`config.mk`:
```
export PLATFORM = sky130hd
export DESIGN_NAME = demux_1_2_stream
export DESIGN_NICKNAME = d
export VERILOG_FILES = /design/src/rtl/demux_1_2_stream.sv
export SDC_FILE = /design/constraint.sdc
export NUM_CORES = 1
export LEC_CHECK = 0
export CORE_MARGIN = 2
export CORE_UTILIZATION = 42
export CTS_BUF_LIST = sky130_fd_sc_hd__clkbuf_8 sky130_fd_sc_hd__clkbuf_16
export DETAILED_ROUTE_END_ITERATION = 7
export PLACE_DENSITY_LB_ADDON = 0.15
export SYNTH_ARGS = -nofsm -noshare
export SYNTH_HDL_FRONTEND = slang
export SYNTH_SLANG_ARGS = --single-unit
export TNS_END_PERCENT = 20
```
`constraint.sdc`:
```
create_clock -name clk -period 4 [get_ports clk]
set_input_delay 0.6 -clock clk [delete_from_list [all_inputs] [get_ports clk]]
set_output_delay 0.6 -clock clk [all_outputs]
set_load 0.005 [all_outputs]
```
`src/rtl/demux_1_2_stream.sv`:
```
// Registered 1-to-2 stream demultiplexer: one holding register steers each word to channel A or B.
// Optional per-channel delivery counters are enabled by defining DEMUX_CNT_EN.
module demux_1_2_stream #(
  parameter int WIDTH = 32,
  parameter int CNT_W = 16
) (
  input  logic             clk,
  input  logic             rst,
  input  logic [WIDTH-1:0] i_data,
  input  logic             i_sel,
  input  logic             i_valid,
  output logic             i_ready,
  output logic [WIDTH-1:0] out_a,
  output logic             a_valid,
  input  logic             a_ready,
  output logic [WIDTH-1:0] out_b,
  output logic             b_valid,
  input  logic             b_ready
`ifdef DEMUX_CNT_EN
  ,
  output logic [CNT_W-1:0] cnt_a,
  output logic [CNT_W-1:0] cnt_b
`endif
);

  typedef enum logic {EMPTY = 1'b0, FULL = 1'b1} state_t;

  state_t           state, state_nxt;
  logic [WIDTH-1:0] hold_data_p0;
  logic             hold_sel_p0;
  logic             drain;
  logic             accept;

  always_comb begin
    a_valid   = (state == FULL) && !hold_sel_p0;
    b_valid   = (state == FULL) && hold_sel_p0;
    out_a     = a_valid ? hold_data_p0 : '0;
    out_b     = b_valid ? hold_data_p0 : '0;
    drain     = (a_valid && a_ready) || (b_valid && b_ready);
    i_ready   = (state == EMPTY) || drain;
    accept    = i_valid && i_ready;
    state_nxt = state;
    case (state)
      EMPTY:   if (accept) state_nxt = FULL;
      FULL:    if (drain && !accept) state_nxt = EMPTY;
      default: state_nxt = EMPTY;
    endcase
  end

  always_ff @(posedge clk or posedge rst) begin
    if (rst) state <= EMPTY;
    else     state <= state_nxt;
  end

  // Stage p0: holding register, reloaded only on an accepted word
  always_ff @(posedge clk or posedge rst) begin
    if (rst) begin
      hold_data_p0 <= '0;
      hold_sel_p0  <= 1'b0;
    end else if (accept) begin
      hold_data_p0 <= i_data;
      hold_sel_p0  <= i_sel;
    end
  end

`ifdef DEMUX_CNT_EN
  always_ff @(posedge clk or posedge rst) begin
    if (rst) begin
      cnt_a <= '0;
      cnt_b <= '0;
    end else begin
      if (a_valid && a_ready) cnt_a <= cnt_a + 1'b1;
      if (b_valid && b_ready) cnt_b <= cnt_b + 1'b1;
    end
  end
`endif

endmodule
```
# ---- Yosys cells after proc, flatten, opt, wreduce, memory -nomap -nowiden
# Cells that the tools add are included.
dict set report classes {
  bitwise 1
  n_reduce_logical 10
  n_mux 5
}
# cell count
set op_table {}
lappend op_table {{2-to-1 mux 32 bit} 2}
lappend op_table {{logical AND 1 bit} 6}
lappend op_table {{zero test 1 bit} 2}
lappend op_table {{logical OR 1 bit} 2}
lappend op_table {{2-to-1 mux 1 bit} 2}
lappend op_table {{one-hot mux 1 bit (2 select lines)} 1}
lappend op_table {{NOT 1 bit} 1}
dict set report word_totals {
  inputBits 38
  word_cells 19
  reg_bits 34
  out_inout_bits 67
}

# ---- Logic depth before layout (Yosys ltp)
# Gate-level depths: netlist (run 1).
dict set report logic_depth {
  word_depth 10
  ltp_mapped 5
  depth_no_buf 3
}

# ---- Least setup slack after synthesis (run 1)
# OpenSTA, ideal clock, no wires.
dict set report synth_timing {
  kind {reg2out}
  start {register state}
  end {output out_a[22]}
  required_ns 3.400
  path_slack_ns 2.254
  stages_incl_launch_ff 6
  path_buffers 2
  arrival_ns 1.146
  cell_sequence {dfrtp_1 > buf_2 > inv_1 > nor2_1 > clkbuf_1 > and2_1}
}
dict set report synth_via {
  elab_chain_len 2
}
# item line
set synth_rtl {}
lappend synth_rtl {{start: declaration} 28} ;# state_t state, state_nxt;
lappend synth_rtl {{start signal: assignment} 52} ;# else state <= state_nxt;
lappend synth_rtl {{logical AND 1 bit} 35} ;# a_valid = (state == FULL) && !hold_sel_p0;
lappend synth_rtl {{net a_valid} 14} ;# output logic a_valid,
lappend synth_rtl {{2-to-1 mux 32 bit} 37} ;# out_a = a_valid ? hold_data_p0 : '0;
lappend synth_rtl {{end: declaration} 13} ;# output logic [WIDTH-1:0] out_a,
# The timed path passes the listed nets, and every way through them passes these cells.

# ---- Worst setup path after layout (run 1)
dict set report layout_timing {
  start {register hold_sel_p0}
  end {output out_a[14]}
}
dict set report layout_via {
  elab_chain_len 3
}
# item line
set layout_rtl {}
lappend layout_rtl {{start: declaration} 30} ;# logic hold_sel_p0;
lappend layout_rtl {{start signal: assignment} 62} ;# hold_sel_p0 <= i_sel;
lappend layout_rtl {{zero test 1 bit} 35}
lappend layout_rtl {{logical AND 1 bit} 35}
lappend layout_rtl {{2-to-1 mux 32 bit} 37}
# No other way between the ends.

==> metrics, run 1 <==
status completed; Worst path max stage delay around 0.74 ns; power consumption 1.27 mW; CTS Buf Count 5; WL/cell between 15 and 20 microns; leading cell type in the layout, fill and taps excluded clkdlybuf4s50_1; Distinct cells, synth 18; Detailed Route WL approximately 4800 microns; post_cts resized 0; Post-Route Setup TNS 0 ns; Critical Path, Cell by Cell nor2_1 -> buf_4 -> and2_1 -> clkdlybuf4s50_1; Crit path buffers/inverters 2; flops & latches, synth 34; Setup WS post-layout 0.752 ns; most frequent cells in the layout clkdlybuf4s50_1 (104), dfrtp_1 (34), and2_1 (33), mux2_4 (30), and3_1 (28); Syn Area/Cell ~12 sq um; post-synthesis sequential area ratio 44.7%; Crit Path Max Fanout 37; Initial DRT Pass Iterations 4; post-route cell area about 3000 sq um; hold buffer count at cts 0; Clock Root Buffer clkbuf_8; GP Congestion 0.762; Final nets 295; FMAX 0.308 GHz; relative slew slack 33.6%; CP Class reg -> out; crit share post-route 81.2%; Sinks on Clock Net 34; I/O pins 105; port bufs about 100; antenna violations before repair 0; synth warn 0; via count 1,512; Setup Fix Bufs, Post-CTS 0; Worst EP arrival about 2.7 ns; Die W 71.3 microns; core occupancy in the finished layout a little over two thirds; worst hold path class reg -> reg; area of the die 5080 sq um; core footprint approximately 4400 sq um; Worst path slowest cell dfrtp_1; Mapped Cells about 160; Least-Margin Pin Slew 0.995 ns; RSZ-0062 raised after global routing no; Worst setup EP type output port; Inst Count DP 302; clock skew 0.00672 ns; Final HPWL DP 3390 microns; Final Instance Count excl. Fillers 310; Max H-tree Level 2; layout cells sized above 1 19.8%; ant diodes 0; Clock Tree Buf Depth 2; Clk pin slew, worst setup/hold paths 0.07 ns; Pwr per Cell Area 412 nW/um^2; initial core utilization a little over two fifths; Area Growth Syn to Fin 61.7%; Global Route Usage Sum 19.3%; largest net degree at the start of global routing 38; gr ovfl total 0; crit path time final 3.25 ns; Max IR drop VDD approximately 0.00026 V; Post-DP Area 2970 sq um; synthesized area 1900 sq um; DRC 0; Final setup violation count 0; Setup WS pre-CTS 1.06 ns; Skew-Pair Late Insertion Delay 0.28 ns; Fillers 321; P_leak ~1.4 nW; Post-DRT Antenna Nets 0; Final Hold Vio Count 0; final max-slew violation count 0; hold slack 0.521 ns; vias in the first global route roughly 1,600; type of origin of the critical path flop; Via density roughly 4.9; die height 71.3 microns; Synth Net Count 194; first-pass GRT wire length ~7700 microns; required time of the critical path 3.40 ns; CTS tree yes; row count 24; delay-heaviest family, CP buffers and inverters; number of max-cap violations 0; DR iter-0 viols 83
## routing by layer
metal / vias up / global-route usage (%) / part of all wire [%] / wire length, microns
met5: - / 0 / 0 / 0
met2: 64 / 31.4 / 48 / 2290
li1: 730 / - / - / -
met1: 710 / 24.1 / 42 / 1970
met4: 0 / 7.34 / 1.6 / 76
met3: 8 / 6.19 / 8.6 / 410
## cell usage after synthesis
library cell	n	area (sq um)
a21boi_4	1	18.8
a21o_2	1	8.76
a22o_1	1	8.76
and2_1	33	206
and3_1	28	175
and3_2	4	30.0
buf_2	1	5.00
buf_6	4	45.0
clkbuf_1	9	33.8
dfrtp_1	34	851
inv_1	2	7.51
mux2_2	2	22.5
mux2_4	30	450
mux2i_2	1	13.8
nand2_1	1	3.75
nand2b_1	2	12.5
nor2_1	1	3.75
o21ai_0	1	5.00
## worst paths after layout
| path | start | endpoint | slack [ns] | depth (start not counted) |
|---|---|---|---|---|
| worst max-delay path | hold_sel_p0 | out_a[14] | 0.75 | 4 |
| worst min-delay path | hold_data_p0[19] | hold_data_p0[19] | 0.52 | 1 |
| worst min register to register | hold_data_p0[19] | hold_data_p0[19] | 0.52 | 1 |
| min in group asynchronous | rst | hold_data_p0[7] | 0.86 | 2 |
| worst max register to register | hold_sel_p0 | hold_data_p0[9] | 1.51 | 4 |
| max in group asynchronous | rst | hold_data_p0[26] | 2.43 | 3 |
## state kept, by name, indices dropped and copies added (netlist names)
name          flops
hold_data_p0     32
state             1
hold_sel_p0       1
## power by group
part / switching [mW] / internal, mW / leakage (nW)
Combinational: 0.144 / 0.344 / 0.953
Clock: 0.123 / 0.183 / 0.0579
Sequential: 0.0598 / 0.411 / 0.395
Total: 0.327 / 0.938 / 1.41
## area by class of cell
| type | instances | area [sq um] | area share [%] |
|---|---|---|---|
| inverters | 2 | 7.51 | 0.244 |
| clock buffers | 5 | 68.8 | 2.24 |
| repair buffers | 108 | 1080 | 35.2 |
| flip-flops and latches | 34 | 851 | 27.7 |
| clock inverters | 3 | 40.0 | 1.30 |
| multi-input cells | 106 | 960 | 31.2 |
| well taps | 52 | 65.1 | 2.12 |
## worst reg2reg max path, cell delays in order (launching register included)
cell      delay, ns
dfrtp_1        0.97
mux2i_2        0.21
a21boi_4       0.60
buf_12         0.28
mux2_4         0.33
## kinds of logic (layout without fill, tap and decap cells)
logic type             count (synthesis)  count (layout)  share of synthesized area (%)
multiplexers                          33              33                           25.6
AO/OA/AOI/OAI                          4               4                           2.17
buffers and inverters                 16             118                           4.80
AND/OR/NAND/NOR                       69              69                           22.7
flip-flops                            34              34                           44.7
(Power assumes the default switching activity.)
==> run 2, diff against run 1 <==
--- a/config.mk
+++ b/config.mk
@@ -6,7 +6,7 @@
 export NUM_CORES = 1
 export LEC_CHECK = 0
 export CORE_MARGIN = 2
-export CORE_UTILIZATION = 42
+export CORE_UTILIZATION = 35
 export CTS_BUF_LIST = sky130_fd_sc_hd__clkbuf_8 sky130_fd_sc_hd__clkbuf_16
 export DETAILED_ROUTE_END_ITERATION = 7
 export PLACE_DENSITY_LB_ADDON = 0.15
==> constraint.sdc (replaced) <==
create_clock -name clk -period 2.8 [get_ports clk]
set_input_delay 0.42 -clock clk [delete_from_list [all_inputs] [get_ports clk]]
set_output_delay 0.42 -clock clk [all_outputs]
set_load 0.005 [all_outputs]
==> run 2 against run 1 <==
Compared with the run above: critical path depth down 1; combinational power rose by 45%; register-to-register slack got worse by 0.59 ns; final area up 0.57%; die area grew 19%; first-iteration DRC count decreased by 51%; sequential cell count unchanged; routed wire length grew 2.0%; largest cell class unchanged.
==> metrics, run 2 (synthesis results as in run 1) <==
Setup WS pre-CTS 0.667 ns (-0.389 ns); largest net degree at the start of global routing 37 (-2.6%); Least-Margin Pin Slew 0.608 ns (-0.388 ns); RSZ-0062 raised after global routing no; required time of the critical path 2.38 ns (-1.02 ns); number of max-cap violations 0 (unchanged); Final setup violation count 0 (unchanged); Worst path max stage delay 0.73 ns (about the same); first-pass GRT wire length 7900 microns (+3.1%); Final HPWL DP 3570 microns (+5.4%); Skew-Pair Late Insertion Delay 0.28 ns (about the same); I/O pins 105 (unchanged); post_cts resized 0 (unchanged); area of the die 6040 sq um (+19%); Final nets 298 (+1.0%); Critical Path, Cell by Cell buf_4 -> and3_1 -> clkdlybuf4s50_1; Detailed Route WL 4840 microns (+2.0%); CTS Buf Count 5 (unchanged); Clk pin slew, worst setup/hold paths 0.07 ns (about the same); layout cells sized above 1 20.7% (+0.92 points); Global Route Usage Sum 16.6% (-2.8 points); CP Class reg -> out; Worst path slowest cell dfrtp_1; Setup WS post-layout 0.386 ns (-0.366 ns); die height 77.7 microns (+9.0%); Post-DRT Antenna Nets 0 (unchanged); Area Growth Syn to Fin 62.6%; most frequent cells in the layout clkdlybuf4s50_1 (104), dfrtp_1 (34), and2_1 (33), mux2_4 (30), and3_1 (28); status completed; final max-slew violation count 0 (unchanged); antenna violations before repair 0 (unchanged); hold buffer count at cts 0 (unchanged); clock skew 0.00688 ns (+0.000164 ns); Reg with most FFs hold_data_p0; GP Congestion 0.758 (-0.49%); P_leak 1.41 nW (+0.37%); Post-Route Setup TNS 0 ns (unchanged); Clock Root Buffer clkbuf_8; CTS tree yes; via count 1,516 (+0.26%); Setup Fix Bufs, Post-CTS 0 (unchanged); vias in the first global route 1,606 (+2.0%); port bufs 104 (unchanged); Pwr per Cell Area 561 nW/um^2 (+36%); Top Registers hold_data_p0 (32), hold_sel_p0 (1), state (1); Worst EP arrival 1.99 ns (-0.66 ns); crit share post-route 86.2%; relative slew slack 59.5% (+26 points); FMAX 0.414 GHz; Sinks on Clock Net 34 (unchanged); ant diodes 0 (unchanged); worst hold path class reg -> reg; WL/cell 14.6 microns (-4.5%); type of origin of the critical path flop; core footprint 5170 sq um (+19%); max FFs per register 32 (unchanged); gr ovfl total 0 (unchanged); Worst setup EP type output port; Max IR drop VDD 0.000263 V (+0.88%); DRC 0 (unchanged); Via density 4.58 (-6.1%); Initial DRT Pass Iterations 4 (unchanged); leading cell type in the layout, fill and taps excluded clkdlybuf4s50_1; Clock Tree Buf Depth 2 (unchanged); initial core utilization 36.8% (-6.9 points); Die W 77.7 microns (+9.0%); Max H-tree Level 2 (unchanged); DR iter-0 viols 41 (-51%); row count 26 (+8.3%); Final Hold Vio Count 0 (unchanged); Crit Path Max Fanout 20 (-46%); crit path time final around 2.4 ns
-- run 2: final timing paths --
check	from	end	slack, ns	cells past startpoint
max	hold_sel_p0	out_b[24]	0.39	3
min	hold_data_p0[7]	hold_data_p0[7]	0.52	1
max reg2reg	hold_sel_p0	hold_data_p0[1]	0.92	4
min reg2reg	hold_data_p0[7]	hold_data_p0[7]	0.52	1
max in group asynchronous	rst	hold_data_p0[29]	1.95	3
min in group asynchronous	rst	hold_data_p0[5]	0.55	3
-- run 2: worst max-delay path, delay by kind of cell (launching register included) --
family / cells / cell delay (ns)
buf+inv: 2 / 0.81
flops: 1 / 0.73
simple gates: 1 / 0.18
-- run 2: area by class of cell --
cell class                      instances  area, sq um
Sequential cell                        34          851
Tap cell                               70         87.6
Fill cell                             435         2080
Multi-Input combinational cell        106          962
Clock inverter                          2         8.76
Inverter                                2         7.51
Timing Repair Buffer                  111         1090
Clock buffer                            6         82.6
-- run 2: stage by stage --
step	total power, mW	hold WS [ns]	cell area [sq um]	utilization, %	instances
6_report	1.73	0.517	3090	59.8	331
3_3_place_gp	1.38	0.501	3000	58.0	323
2_1_floorplan	1.00	0.487	1900	-	156
3_5_place_dp	1.39	0.504	3000	58.0	323
4_1_cts	1.77	0.523	3090	59.8	331
5_1_grt	1.85	0.539	3090	59.8	331
-- run 2: power breakdown --
part	switching (mW)	internal, mW
clock	0.165	0.194
combinational	0.211	0.495
sequential	0.0808	0.588
-- run 2: routing by layer --
layer	routed length [microns]	global-route usage [%]
met4	15	4.29
met2	2370	26.6
met1	2170	21.6
met3	293	5.00
met5	0	0
